File: config.mk
export PLATFORM = sky130hd
export DESIGN_NAME = lsu
export DESIGN_NICKNAME = d
export VERILOG_FILES = /design/src/rtl/riscv_pkg.sv /design/src/rtl/lsu_align.sv /design/src/rtl/lsu.sv
export SDC_FILE = /design/constraint.sdc
export NUM_CORES = 1
export LEC_CHECK = 0
export ABC_AREA = 1
export BUFFER_PORTS_ARGS = -buffer_cell sky130_fd_sc_hd__clkbuf_2
export CAP_MARGIN = 20
export CORE_UTILIZATION = 54
export CTS_BUF_LIST = sky130_fd_sc_hd__clkbuf_8
export CTS_CLUSTER_DIAMETER = 100
export DETAILED_ROUTE_END_ITERATION = 12
export PLACE_DENSITY = 0.88
export SLEW_MARGIN = 20
export SYNTH_ARGS = -nofsm -noshare
export SYNTH_HDL_FRONTEND = slang
export SYNTH_SLANG_ARGS = --single-unit
File: constraint.sdc
create_clock -name clk -period 2.3 [get_ports clk]
set_input_delay 0.115 -clock clk [delete_from_list [all_inputs] [get_ports clk]]
set_output_delay 0.115 -clock clk [all_outputs]
set_load 0.02 [all_outputs]
File: src/rtl/riscv_pkg.sv
// riscv_pkg: funct3 codes, LSU FSM state encoding and byte-enable constants.
package riscv_pkg;
  localparam logic [2:0] F3_LB  = 3'b000;
  localparam logic [2:0] F3_LH  = 3'b001;
  localparam logic [2:0] F3_LW  = 3'b010;
  localparam logic [2:0] F3_LBU = 3'b100;
  localparam logic [2:0] F3_LHU = 3'b101;
  localparam logic [2:0] F3_SB  = 3'b000;
  localparam logic [2:0] F3_SH  = 3'b001;
  localparam logic [2:0] F3_SW  = 3'b010;
  localparam logic [3:0] BE_B = 4'b0001;
  localparam logic [3:0] BE_H = 4'b0011;
  localparam logic [3:0] BE_W = 4'b1111;
  typedef enum logic [1:0] {S_IDLE, S_ISSUE, S_RESP} lsu_state_e;
endpackage

File: src/rtl/lsu_align.sv
// lsu_align: byte enables, store lane replication, load extraction and error decode.
// Error decode is active only with LSU_MISALIGN_TRAP_EN; otherwise accesses are forced aligned.
module lsu_align
  import riscv_pkg::*;
#(
  parameter int WIDTH = 32
) (
  input  logic             i_we,
  input  logic [2:0]       i_funct3,
  input  logic [1:0]       i_addr,
  input  logic [WIDTH-1:0] i_wdata,
  input  logic [2:0]       i_ld_funct3,
  input  logic [1:0]       i_ld_addr,
  input  logic [WIDTH-1:0] i_rdata,
  output logic             o_err,
  output logic [3:0]       o_be,
  output logic [WIDTH-1:0] o_wdata,
  output logic [WIDTH-1:0] o_rdata
);
  logic             w_ill, w_ld_ill;
  logic [1:0]       w_sz, w_off, w_ld_sz, w_ld_off;
  logic [WIDTH-1:0] w_sh;
  // Illegal funct3 collapses to a word access; word and halfword lanes ignore misaligned low bits.
  always_comb begin
    w_ill    = i_we ? !(i_funct3 inside {F3_SB, F3_SH, F3_SW})
                    : !(i_funct3 inside {F3_LB, F3_LH, F3_LW, F3_LBU, F3_LHU});
    w_sz     = w_ill ? 2'b10 : i_funct3[1:0];
    w_off    = w_sz == 2'b00 ? i_addr : w_sz == 2'b01 ? {i_addr[1], 1'b0} : 2'b00;
    o_be     = !i_we ? BE_W : w_sz == 2'b00 ? BE_B << w_off : w_sz == 2'b01 ? BE_H << w_off : BE_W;
    o_wdata  = w_sz == 2'b00 ? {(WIDTH/8){i_wdata[7:0]}}
             : w_sz == 2'b01 ? {(WIDTH/16){i_wdata[15:0]}} : i_wdata;
    w_ld_ill = !(i_ld_funct3 inside {F3_LB, F3_LH, F3_LW, F3_LBU, F3_LHU});
    w_ld_sz  = w_ld_ill ? 2'b10 : i_ld_funct3[1:0];
    w_ld_off = w_ld_sz == 2'b00 ? i_ld_addr : w_ld_sz == 2'b01 ? {i_ld_addr[1], 1'b0} : 2'b00;
    w_sh     = i_rdata >> {w_ld_off, 3'b000};
    o_rdata  = w_ld_sz == 2'b00 ? {{(WIDTH-8){~i_ld_funct3[2] & w_sh[7]}}, w_sh[7:0]}
             : w_ld_sz == 2'b01 ? {{(WIDTH-16){~i_ld_funct3[2] & w_sh[15]}}, w_sh[15:0]} : w_sh;
  end
`ifdef LSU_MISALIGN_TRAP_EN
  assign o_err = w_ill | (w_sz == 2'b01 & i_addr[0]) | (w_sz == 2'b10 & |i_addr);
`else
  assign o_err = 1'b0;
`endif
endmodule

File: src/rtl/lsu.sv
// lsu: load/store unit FSM (IDLE/ISSUE/RESP) with req/ack memory handshake.
// Define LSU_MISALIGN_TRAP_EN to turn misaligned/illegal accesses into error responses.
module lsu
  import riscv_pkg::*;
#(
  parameter int WIDTH = 32
) (
  input  logic             clk,
  input  logic             rst_n,
  input  logic             req_valid,
  output logic             req_ready,
  input  logic             req_we,
  input  logic [2:0]       req_funct3,
  input  logic [WIDTH-1:0] req_addr,
  input  logic [WIDTH-1:0] req_wdata,
  output logic             mem_req,
  output logic             mem_we,
  output logic [WIDTH-1:0] mem_addr,
  output logic [3:0]       mem_be,
  output logic [WIDTH-1:0] mem_wdata,
  input  logic             mem_ack,
  input  logic [WIDTH-1:0] mem_rdata,
  output logic             rsp_valid,
  output logic [WIDTH-1:0] rsp_rdata,
  output logic             rsp_err,
  output logic             busy
);
  lsu_state_e       r_state;
  logic             r_mem_req, r_mem_we, r_rsp_valid, r_rsp_err;
  logic [WIDTH-1:0] r_mem_addr, r_mem_wdata, r_rsp_rdata;
  logic [3:0]       r_mem_be;
  logic [2:0]       r_funct3;
  logic [1:0]       r_lo;
  logic             w_err;
  logic [3:0]       w_be;
  logic [WIDTH-1:0] w_wdata, w_ld;

  lsu_align #(.WIDTH(WIDTH)) u_align (
    .i_we       (req_we),
    .i_funct3   (req_funct3),
    .i_addr     (req_addr[1:0]),
    .i_wdata    (req_wdata),
    .i_ld_funct3(r_funct3),
    .i_ld_addr  (r_lo),
    .i_rdata    (mem_rdata),
    .o_err      (w_err),
    .o_be       (w_be),
    .o_wdata    (w_wdata),
    .o_rdata    (w_ld)
  );

  always_ff @(posedge clk or negedge rst_n)
    if (!rst_n) begin
      r_state     <= S_IDLE;
      r_mem_req   <= 1'b0;
      r_mem_we    <= 1'b0;
      r_mem_addr  <= '0;
      r_mem_be    <= '0;
      r_mem_wdata <= '0;
      r_rsp_valid <= 1'b0;
      r_rsp_rdata <= '0;
      r_rsp_err   <= 1'b0;
      r_funct3    <= '0;
      r_lo        <= '0;
    end else
      case (r_state)
        S_IDLE: if (req_valid) begin
          r_funct3 <= req_funct3;
          r_lo     <= req_addr[1:0];
          if (w_err) begin
            r_state     <= S_RESP;
            r_rsp_valid <= 1'b1;
            r_rsp_err   <= 1'b1;
            r_rsp_rdata <= '0;
          end else begin
            r_state     <= S_ISSUE;
            r_mem_req   <= 1'b1;
            r_mem_we    <= req_we;
            r_mem_addr  <= {req_addr[WIDTH-1:2], 2'b00};
            r_mem_be    <= w_be;
            r_mem_wdata <= w_wdata;
          end
        end
        S_ISSUE: if (mem_ack) begin
          r_state     <= S_RESP;
          r_mem_req   <= 1'b0;
          r_mem_we    <= 1'b0;
          r_rsp_valid <= 1'b1;
          r_rsp_err   <= 1'b0;
          r_rsp_rdata <= r_mem_we ? '0 : w_ld;
        end
        S_RESP: begin
          r_state     <= S_IDLE;
          r_rsp_valid <= 1'b0;
          r_rsp_err   <= 1'b0;
          r_rsp_rdata <= '0;
        end
        default: r_state <= S_IDLE;
      endcase

  assign req_ready = r_state == S_IDLE;
  assign busy      = r_state != S_IDLE;
  assign mem_req   = r_mem_req;
  assign mem_we    = r_mem_we;
  assign mem_addr  = r_mem_addr;
  assign mem_be    = r_mem_be;
  assign mem_wdata = r_mem_wdata;
  assign rsp_valid = r_rsp_valid;
  assign rsp_rdata = r_rsp_rdata;
  assign rsp_err   = r_rsp_err;
endmodule

; ---- Word-level counts from Yosys, hierarchy flattened
; Cells that the tools add are included.
[word_totals]
register_bits = 109
latch_bits = 0
mem_bits_rw = 0
romBits = 0
inputBits = 104
mem_count = 0
[op_classes]
n_addsub = 0
mul = 0
div_mod_pow = 0
order_cmp = 0
eq_ne = 14
n_shift = 3
mux = 28
bitwise_logic = 3
n_reduce_logical = 17
[ops]
columns = operator, count
row1 = $mux W32, 6
row2 = $pmux W32 S2, 1
row3 = $shr A32 B5 Y32, 1
row4 = $mux W2, 8
row5 = $eq A3 B3 Y1 const B, 4
row6 = $mux W4, 3
row7 = $reduce_bool A5 Y1, 2
row8 = $pmux W1 S2, 4
row9 = $eq A2 B1 Y1 const B, 3
row10 = $eq A3 B1 Y1 const B, 2
row11 = $eq A3 B2 Y1 const B, 2
row12 = $logic_not A2 Y1, 3
row13 = $logic_not A3 Y1, 2
row14 = $reduce_and A2 Y1, 3
row15 = $reduce_bool A2 Y1, 3
row16 = $mux W1, 5
row17 = $ne A2 B2 Y1 const B, 2
row18 = $pmux W2 S2, 1
row19 = $shl A1 B2 Y4 const A, 1
row20 = $shl A2 B2 Y4 const A, 1
row21 = $reduce_and A3 Y1, 1
row22 = $reduce_bool A3 Y1, 1
row23 = $and A1 B1 Y1, 2
row24 = $eq A2 B2 Y1 const B, 1
row25 = other kinds (2), 3

; ---- Logic depth before layout (Yosys ltp)
; Gate-level depths: netlist of run 1.
[depth]
depth_word = 13
depth_mapped = 10

; ---- Modules after synthesis
; Synthesis of run 1 repeated with hierarchy kept, for this count alone.
[unflattened]
hier_cells = 841
hier_area_um2 = 6045.8
[by_module_without_submodules]
columns = module, instances, cells_each, area_each_um2, seq_area_each_um2
row1 = lsu, 1, 562, 4683.2, 2727.6
row2 = lsu_align, 1, 279, 1362.6, 0.0

; ---- Worst setup path after synthesis of run 1
; OpenSTA, ideal clock, no wires.
[synth_timing]
path_kind = register -> register
startpoint = reg r_state[1]
endpoint = reg r_mem_be[3] (netlist: mem_be[3])
setup_ps = 128
arrival_ps = 1453
path_slack_ps = 719
stages_incl_launch_ff = 8
path_cell_list = dfrtp_1 > nor2_1 > nand2_1 > buf_2 > nor3_2 > o21ai_0 > o21ai_0 > o31ai_1
[synth_via]
elab_chain_cells = 2
[synth_lines]
columns = item, line_no
row1 = "start, declared", lsu.sv:28  ; lsu_state_e r_state;
row2 = "start signal, assigned", lsu.sv:54  ; r_state <= S_IDLE;
row3 = "start signal, assigned", lsu.sv:71  ; r_state <= S_RESP;
row4 = "start signal, assigned", lsu.sv:76  ; r_state <= S_ISSUE;
row5 = $logic_not A2 Y1, -
row6 = net req_ready, lsu.sv:11  ; output logic req_ready,
row7 = $reduce_and A2 Y1 (no line), -
row8 = "end signal, assigned", lsu.sv:80  ; r_mem_be <= w_be;
row9 = "end, declared", lsu.sv:31  ; logic [3:0] r_mem_be;
; The timed path passes the listed nets, and every way through them passes these cells.
; A chain may end at the register's enable or synchronous reset.

; ---- Worst setup path after layout of run 1
[layout_timing]
startpoint = reg r_funct3[1]
endpoint = reg r_rsp_rdata[23] (netlist: rsp_rdata[23])
[layout_via]
elab_chain_cells = 13
word_cells_on_any_way = 19
[layout_lines]
columns = item, line_no
row1 = "start, declared", lsu.sv:32  ; logic [2:0] r_funct3;
row2 = "start signal, assigned", lsu.sv:68  ; r_funct3 <= req_funct3;
row3 = $eq A3 B1 Y1 (tied with other cells), lsu_align.sv:32  ; w_ld_ill = !(i_ld_funct3 inside {F3_LB, F3_LH, F3_LW, F3_LBU, F3_LHU});
row4 = $reduce_bool A5 Y1, lsu_align.sv:32
row5 = $mux W2 *, lsu_align.sv:33  ; w_ld_sz = w_ld_ill ? 2'b10 : i_ld_funct3[1:0];
row6 = $eq A2 B1 Y1, "lsu_align.sv:34, lsu_align.sv:37"
row7 = $mux W2 (2 in series), lsu_align.sv:34  ; w_ld_off = w_ld_sz == 2'b00 ? i_ld_addr : w_ld_sz == 2'b01 ? {i_ld_addr[1], 1'b0} : 2'b00;
row8 = $shr A32 B5 Y32, lsu_align.sv:35  ; w_sh = i_rdata >> {w_ld_off, 3'b000};
row9 = $and A1 B1 Y1, lsu_align.sv:37  ; : w_ld_sz == 2'b01 ? {{(WIDTH-16){~i_ld_funct3[2] & w_sh[15]}}, w_sh[15:0]} : w_sh;
row10 = $mux W32, lsu_align.sv:37
row11 = $mux W32 *, lsu_align.sv:36  ; o_rdata = w_ld_sz == 2'b00 ? {{(WIDTH-8){~i_ld_funct3[2] & w_sh[7]}}, w_sh[7:0]}
row12 = $mux W32 *, lsu.sv:90  ; r_rsp_rdata <= r_mem_we ? '0 : w_ld;
row13 = $mux W32 *, lsu.sv:84  ; S_ISSUE: if (mem_ack) begin
row14 = $pmux W32 S2 *, lsu.sv:66  ; case (r_state)
row15 = "end signal, assigned", lsu.sv:90
row16 = "end, declared", lsu.sv:30  ; logic [WIDTH-1:0] r_mem_addr, r_mem_wdata, r_rsp_rdata;
; Every way passes the cells marked *; elsewhere a longest branch is shown, timed or not. The select of a mux whose other input is x is not followed.

==> results.py, run 1 <==
metrics = {
    "job": {
        "cap_viol_max_count": 0,
    },
    "route": {
        "wl_per_cell_um": 16.5,
        "final_antenna_net_count": 0,
        "num_vias": 5582,
        "firstDrtPassIters": 5,
        "vias_per_cell": 5.60,
        "remaining_drc_errors": 0,
        "routed_wl_um": 16500,
        "drt_iter0_markers": 342,
    },
    "timing": {
        "fmax_ghz": 0.522,
        "final-hold-violation-count": 0,
        "fin_ws_ns": 0.386,
        "setup_tns_ns": 0,
        "tightest_slew_ns": 0.538,
        "slew_headroom_pct": 63.9,
        "fin_skew_ns": 0.0136,
        "slew_viol_final": 0,
        "fin_crit_sh_pct": 83.2,
        "period_needed_ns": 1.91,
        "rsz0062_at_grt": "no",
        "finalSetupViolCount": 0,
    },
    "layout": {
        "layout_commonest_cell": "nand2_1",
        "most-common-layout-cells": "nand2_1 (293), clkbuf_2 (205), dfrtp_1 (108), nor2_1 (56), dlygate4sd3_1 (52)",
        "final_util_pct": 77.6,
        "fin_nets": 988,
        "stdcell_count": 997,
        "num_antenna_cells": 0,
        "fill_cells": 609,
        "drive_gt1_share_pct": 29.2,
        "syn2layout_area_growth_pct": 36.2,
    },
    "floorplanning": {
        "rows": 34,
        "io_pins": 210,
        "die_h_um": 98.8,
        "die_x_um": 98.8,
        "dieArea_mm2": 0.00977,
        "start_util_pct": 57.0,
        "fp.coreArea_mm2": 0.00889,
    },
    "power_and_ir_drop": {
        "p_seq_share_pct": 36.9,
        "power.switching_mw": 3.99,
        "peakVddDrop_mv": 0.675,
        "power.leakage_nw": 3.77,
        "powerDensity_mw_per_mm2": 1250,
        "p_int_mw": 4.63,
        "swShare_pct": 46.2,
        "p_total_mw": 8.62,
        "clkPwrFrac_pct": 15.6,
        "p_comb_share_pct": 47.5,
    },
    "synth": {
        "ys_ff_latch": 108,
        "synth.area.top_cells": "dfrtp_1 (53%), nand2_1 (22%), nor2_1 (4.2%)",
        "synth_top_family_by_area": "simple AND/OR/NAND/NOR gates",
        "netlist.area_leader.share_pct": 53.4,
        "synthMuxAreaShare_pct": 0,
        "synth_compound_area_share_pct": 10.5,
        "synthCells": 639,
        "synth_cell_types": 30,
        "synth_area_mm2": 0.00506,
        "synth_xor_area_share_pct": 0,
        "yosysSeqAreaShare_pct": 53.4,
        "yosys.area.top_type": "dfrtp_1",
        "synth_simple_gate_area_share_pct": 30.9,
        "synth-adder-area-share_pct": 0,
        "synth_area_per_cell_um2": 7.93,
        "yosys_warnings": 0,
    },
    "global_routing": {
        "grt_usage_pct": 34.5,
        "grt_first_pass_wirelength_um": 26300,
        "first_global_vias": 5479,
        "antenna_found_initial": 0,
        "grt_max_degree": 47,
        "overflow": 0,
    },
    "outcome": {
        "status": "finished, final reports clean",
    },
    "cts": {
        "path_clk_slew_ns": 0.10,
        "htreeDepth": 3,
        "cts-root-buf": "clkbuf_8",
        "ctsLongestPathBuffers": 2,
        "clock_latency_ns": 0.38,
        "cts.sinks": 108,
        "cts_tree": "done",
        "cts_inserted_buffers": 9,
    },
    "critical_path": {
        "arrival_ns": 2.18,
        "timing.rr.start": "r_funct3[1]",
        "cp.required_ns": 2.57,
        "worstSetupPathType": "reg -> reg",
        "cp_max_fo": 24,
        "cp-startpoint": "r_funct3[1]",
        "cp-end-kind": "flop",
        "critPathLaunchType": "flop",
    },
    "place": {
        "numPortBuffers": 206,
        "place_congestion": 1.00,
        "pre_cts_ws_ns": 0.406,
        "dp_cells": 929,
        "place_hpwl_um": 10700,
    },
    "hold_path": {
        "min_path_type": "in -> reg",
        "worstHoldStart": "req_wdata[28]",
    },
}
-- cells by family (layout without fill, tap and decap cells) --
kind of cell	count (synthesis)	after routing
compound gates	89	89
buf+inv	53	301
flops	108	108
other cells	1	3
simple gates	388	388
-- critical path, cell delays in order (launching register included) --
cell and delay, ns:
dfrtp_1 0.45, inv_2 0.25, nand2_4 0.22, inv_4 0.18, nand3_2 0.09, nand4_1 0.09
nand2_2 0.27, nand2_1 0.17, nand2_1 0.07
-- path summary, 6_finish.rpt --
check / endpoint / slack, ns / cells after the start
worst max-delay path: rsp_rdata[23] / 0.39 / 8
worst max register to register: rsp_rdata[23] / 0.39 / 8
worst min-delay path: mem_wdata[28] / 0.007 / 3
max in group asynchronous: mem_wdata[20] / 1.48 / 3
worst min register to register: rsp_rdata[15] / 0.49 / 2
min in group asynchronous: mem_wdata[8] / 0.19 / 2
-- timing repair --
action | in CTS | in global routing
resized for setup | 0 | 0
setup buffers | 0 | 0
hold buffers | 52 | 0
endpoints found under the hold margin | 117 | 0
-- state kept, by name (all words and copies together) (netlist names) --
| signal | count |
|---|---|
| mem_addr | 30 |
| mem_be | 4 |
| mem_req | 1 |
| mem_wdata | 32 |
| mem_we | 1 |
| r_funct3 | 3 |
| r_lo | 2 |
| r_state | 2 |
| rsp_rdata | 32 |
| rsp_valid | 1 |
-- cells in the mapped netlist (all sizes together) --
library cell / n
a41oi: 2
o21ai: 22
nor2: 60
clkinv: 2
o211ai: 8
buf: 23
conb: 1
nor3: 2
a31oi: 10
nand4: 1
dfrtp: 108
o31ai: 2
nand2: 300
o22a: 1
inv: 16
a21oi: 44
nand3: 25
clkbuf: 12
-- metal layers --
metal / track usage (%) / vias up / share of wire, %
li1: - / 2517 / -
met1: 40.9 / 2604 / 37
met2: 58.5 / 389 / 49
met3: 7.94 / 72 / 10
met4: 18.4 / 0 / 4.2
met5: 0 / - / 0
-- power groups by stage --
stage               registers [mW]  clock network, mW  logic, mW
finish                        3.18               1.34       4.09
CTS                           3.15               1.35       4.03
floorplan                     4.01                  0       1.77
detailed placement            3.17                  0       3.96
global placement              3.13                  0       3.86
global route                  3.26               1.42       4.45
-- final cells by class --
class	count	area, µm²	share of cell area [%]
clock inverters	6	93.8	1.36
flip-flops and latches	108	2700	39.2
multi-input cells	480	2110	30.6
well taps	108	135	1.96
repair buffers	267	1650	23.9
inverters	18	70.1	1.02
clock buffers	10	138	2.00
-- through the flow --
step | area, µm² | hold WS (ns)
final | 6900 | 0.00715
after global routing | 6900 | 0.0194
after CTS | 6900 | 0.00673
after detailed placement | 6140 | 0.0457
after global placement | 6140 | 0.0410
after floorplan | 5070 | -0.181
Power figures use the tool's default switching activity.
==> inputs of run 2 (changes only) <==
--- a/config.mk
+++ b/config.mk
@@ -8,11 +8,11 @@
 export ABC_AREA = 1
 export BUFFER_PORTS_ARGS = -buffer_cell sky130_fd_sc_hd__clkbuf_2
 export CAP_MARGIN = 20
-export CORE_UTILIZATION = 54
+export CORE_UTILIZATION = 45
 export CTS_BUF_LIST = sky130_fd_sc_hd__clkbuf_8
 export CTS_CLUSTER_DIAMETER = 100
 export DETAILED_ROUTE_END_ITERATION = 12
-export PLACE_DENSITY = 0.88
+export PLACE_DENSITY = 0.79
 export SLEW_MARGIN = 20
 export SYNTH_ARGS = -nofsm -noshare
 export SYNTH_HDL_FRONTEND = slang
==> constraint.sdc (replaced) <==
create_clock -name clk -period 1.65 [get_ports clk]
set_input_delay 0.0825 -clock clk [delete_from_list [all_inputs] [get_ports clk]]
set_output_delay 0.0825 -clock clk [all_outputs]
set_load 0.02 [all_outputs]
==> run 2 against run 1 <==
Against the previous run: maximum frequency rose by 22%; clock skew fell by 0.00076 ns; routed wire length rose by 0.55%; worst hold slack improved by 0.024 ns; core utilization fell by 12 points; final area rose by 3.9%; clock power rose by 16%; count of clock-buffer cells in the layout fell by 1; highest routed layer unchanged; first-iteration DRC count rose by 11%; final cell count rose by 5.8%.
==> results.py, run 2 (synthesis results as in run 1) <==
metrics = {
    "critical_path": {
        "worstSetupPathType": "reg -> reg",
        "crit_slowest_cell": "dfrtp_1",
        "cp_top_family": "simple AND/OR/NAND/NOR gates",
        "cp.required_ns": 1.92,
        "r2r-end": "rsp_rdata[28]",
        "critPathBufInv": 0,
        "arrival_ns": 1.83,
        "cp_max_fo": 8,
        "max_stage_delay_ns": 0.45,
        "critPathLaunchType": "flop",
        "cp_cell_sequence": "nor2_4 -> nand2_4 -> nand2_1 -> nand3_2 -> nand3_2 -> a21oi_2 -> nand2_1 -> nand2_1",
        "r2r_slack_ns": 0.09,
        "cp-end-kind": "flop",
        "r2r_cells": 8,
        "cp_common_cell": "nand2_1",
        "timing.rr.start": "r_funct3[1]",
    },
    "hold_path": {
        "holdPathStages": 3,
        "min_path_type": "in -> reg",
        "worstHoldStart": "req_we",
        "hold_end": "mem_we",
    },
    "timing": {
        "finalSetupViolCount": 0,
        "fin_ws_ns": 0.0856,
        "final-hold-violation-count": 0,
        "fin_crit_sh_pct": 94.8,
        "tightest_slew_ns": 0.581,
        "fin_skew_ns": 0.0128,
        "slew_headroom_pct": 61.3,
        "fmax_ghz": 0.639,
        "period_needed_ns": 1.56,
        "slew_viol_final": 0,
    },
    "layout": {
        "num_antenna_cells": 0,
        "most-common-layout-cells": "nand2_1 (293), clkbuf_2 (205), dfrtp_1 (108), dlygate4sd3_1 (64), nor2_1 (55)",
        "stdcell_count": 1055,
        "layout_commonest_cell": "nand2_1",
        "fin_nets": 1014,
        "syn2layout_area_growth_pct": 41.5,
        "drive_gt1_share_pct": 30.2,
        "fin_area_mm2": 0.00717,
    },
    "floorplanning": {
        "dieArea_mm2": 0.0117,
        "die_h_um": 108,
        "io_pins": 210,
        "rows": 38,
        "start_util_pct": 46.5,
        "die_x_um": 108,
        "fp.coreArea_mm2": 0.0109,
    },
    "global_routing": {
        "overflow": 0,
        "grt_max_degree": 49,
        "antenna_found_initial": 0,
        "first_global_vias": 5468,
        "grt_usage_pct": 29.1,
        "grt_first_pass_wirelength_um": 26200,
    },
    "cts": {
        "ctsLongestPathBuffers": 2,
        "cts-root-buf": "clkbuf_8",
        "post_cts_buffers": 0,
        "path_clk_slew_ns": 0.10,
        "htreeDepth": 3,
        "cts.sinks": 108,
        "cts_inserted_buffers": 9,
        "clock_latency_ns": 0.38,
        "cts_tree": "done",
    },
    "power_and_ir_drop": {
        "powerDensity_mw_per_mm2": 1660,
        "power.leakage_nw": 3.88,
        "peakVddDrop_mv": 0.923,
    },
    "place": {
        "place_hpwl_um": 10500,
        "numPortBuffers": 206,
        "place_congestion": 0.967,
        "placed_area_mm2": 0.00632,
        "pre_cts_ws_ns": 0.123,
        "dp_cells": 974,
    },
    "route": {
        "final_antenna_net_count": 0,
        "wl_per_cell_um": 15.7,
        "firstDrtPassIters": 5,
        "drt_iter0_markers": 378,
        "routed_wl_um": 16600,
        "remaining_drc_errors": 0,
        "vias_per_cell": 5.19,
        "num_vias": 5478,
    },
    "job": {
        "cap_viol_max_count": 0,
    },
    "outcome": {
        "status": "finished, final reports clean",
    },
}
==> run 2: cell count changes in the layout (fill, tap and decap cells not counted), sizes merged <==
cell	change
clkbuf	-1
dlygate4sd3	+12
buf	+13
nand3	+1
inv	-1
clkinv	+4
bufinv	-2
==> run 2: area by class of cell <==
cell class	instances	area, µm²
Inverter	18	71.3
Sequential cell	108	2700
Fill cell	897	3720
Clock buffer	9	124
Multi-Input combinational cell	481	2130
Clock inverter	7	61.3
Tap cell	140	175
Timing Repair Buffer	292	1910
==> run 2: worst min-delay path, delay by kind of cell <==
family | cells | cell delay [ns]
AOI/OAI and AO/OA | 1 | 0.08
buffers and inverters | 2 | 0.21
==> run 2: how the worst max path moves through the flow <==
| stage | start | endpoint | slack [ns] | cells past startpoint |
|---|---|---|---|---|
| after floorplan | r_state[1] | mem_be[3] | 0.07 | 7 |
| after global placement | r_state[1] | mem_addr[8] | 0.14 | 6 |
| after global routing | r_funct3[1] | rsp_rdata[26] | -0.006 | 8 |
| after detailed placement | r_state[1] | mem_addr[8] | 0.12 | 6 |
| after CTS | r_state[1] | mem_addr[5] | 0.11 | 6 |
| final | r_funct3[1] | rsp_rdata[28] | 0.09 | 8 |
==> run 2: what timing repair did <==
| action | CTS | global route |
|---|---|---|
| gates resized for setup | 0 | 4 |
| hold buffers | 64 | 0 |
| setup endpoints to repair | 0 | 33 |
| endpoints found under the hold margin | 105 | 0 |
==> run 2: per-stage QoR <==
stage / utilization [%] / TNS (ns) / hold slack [ns] / power, mW
after floorplan: - / 0 / -0.213 / 8.06
after global placement: 58.0 / 0 / 0.123 / 9.94
after detailed placement: 58.0 / 0 / 0.125 / 10.0
after CTS: 65.6 / 0 / 0.0134 / 11.7
after global routing: 65.8 / -0.0207 / 0.0452 / 12.7
final: 65.8 / 0 / 0.0309 / 11.9
==> run 2: power by group <==
part           leakage, nW  switching [mW]  internal [mW]  total, mW
logic                 2.48            3.91           2.01       5.92
registers             1.31           0.694           3.71       4.41
clock network       0.0967           0.977          0.574       1.55
==> run 2: layer usage <==
layer | vias to the layer above | routed length (µm) | global-route usage (%) | share of wire, %
li1 | 2565 | - | - | -
met3 | 47 | 1480 | 5.79 | 8.9
met4 | 0 | 492 | 14.8 | 3.0
met2 | 338 | 8040 | 48.5 | 49
met5 | - | 0 | 0 | 0
met1 | 2528 | 6560 | 35.9 | 40
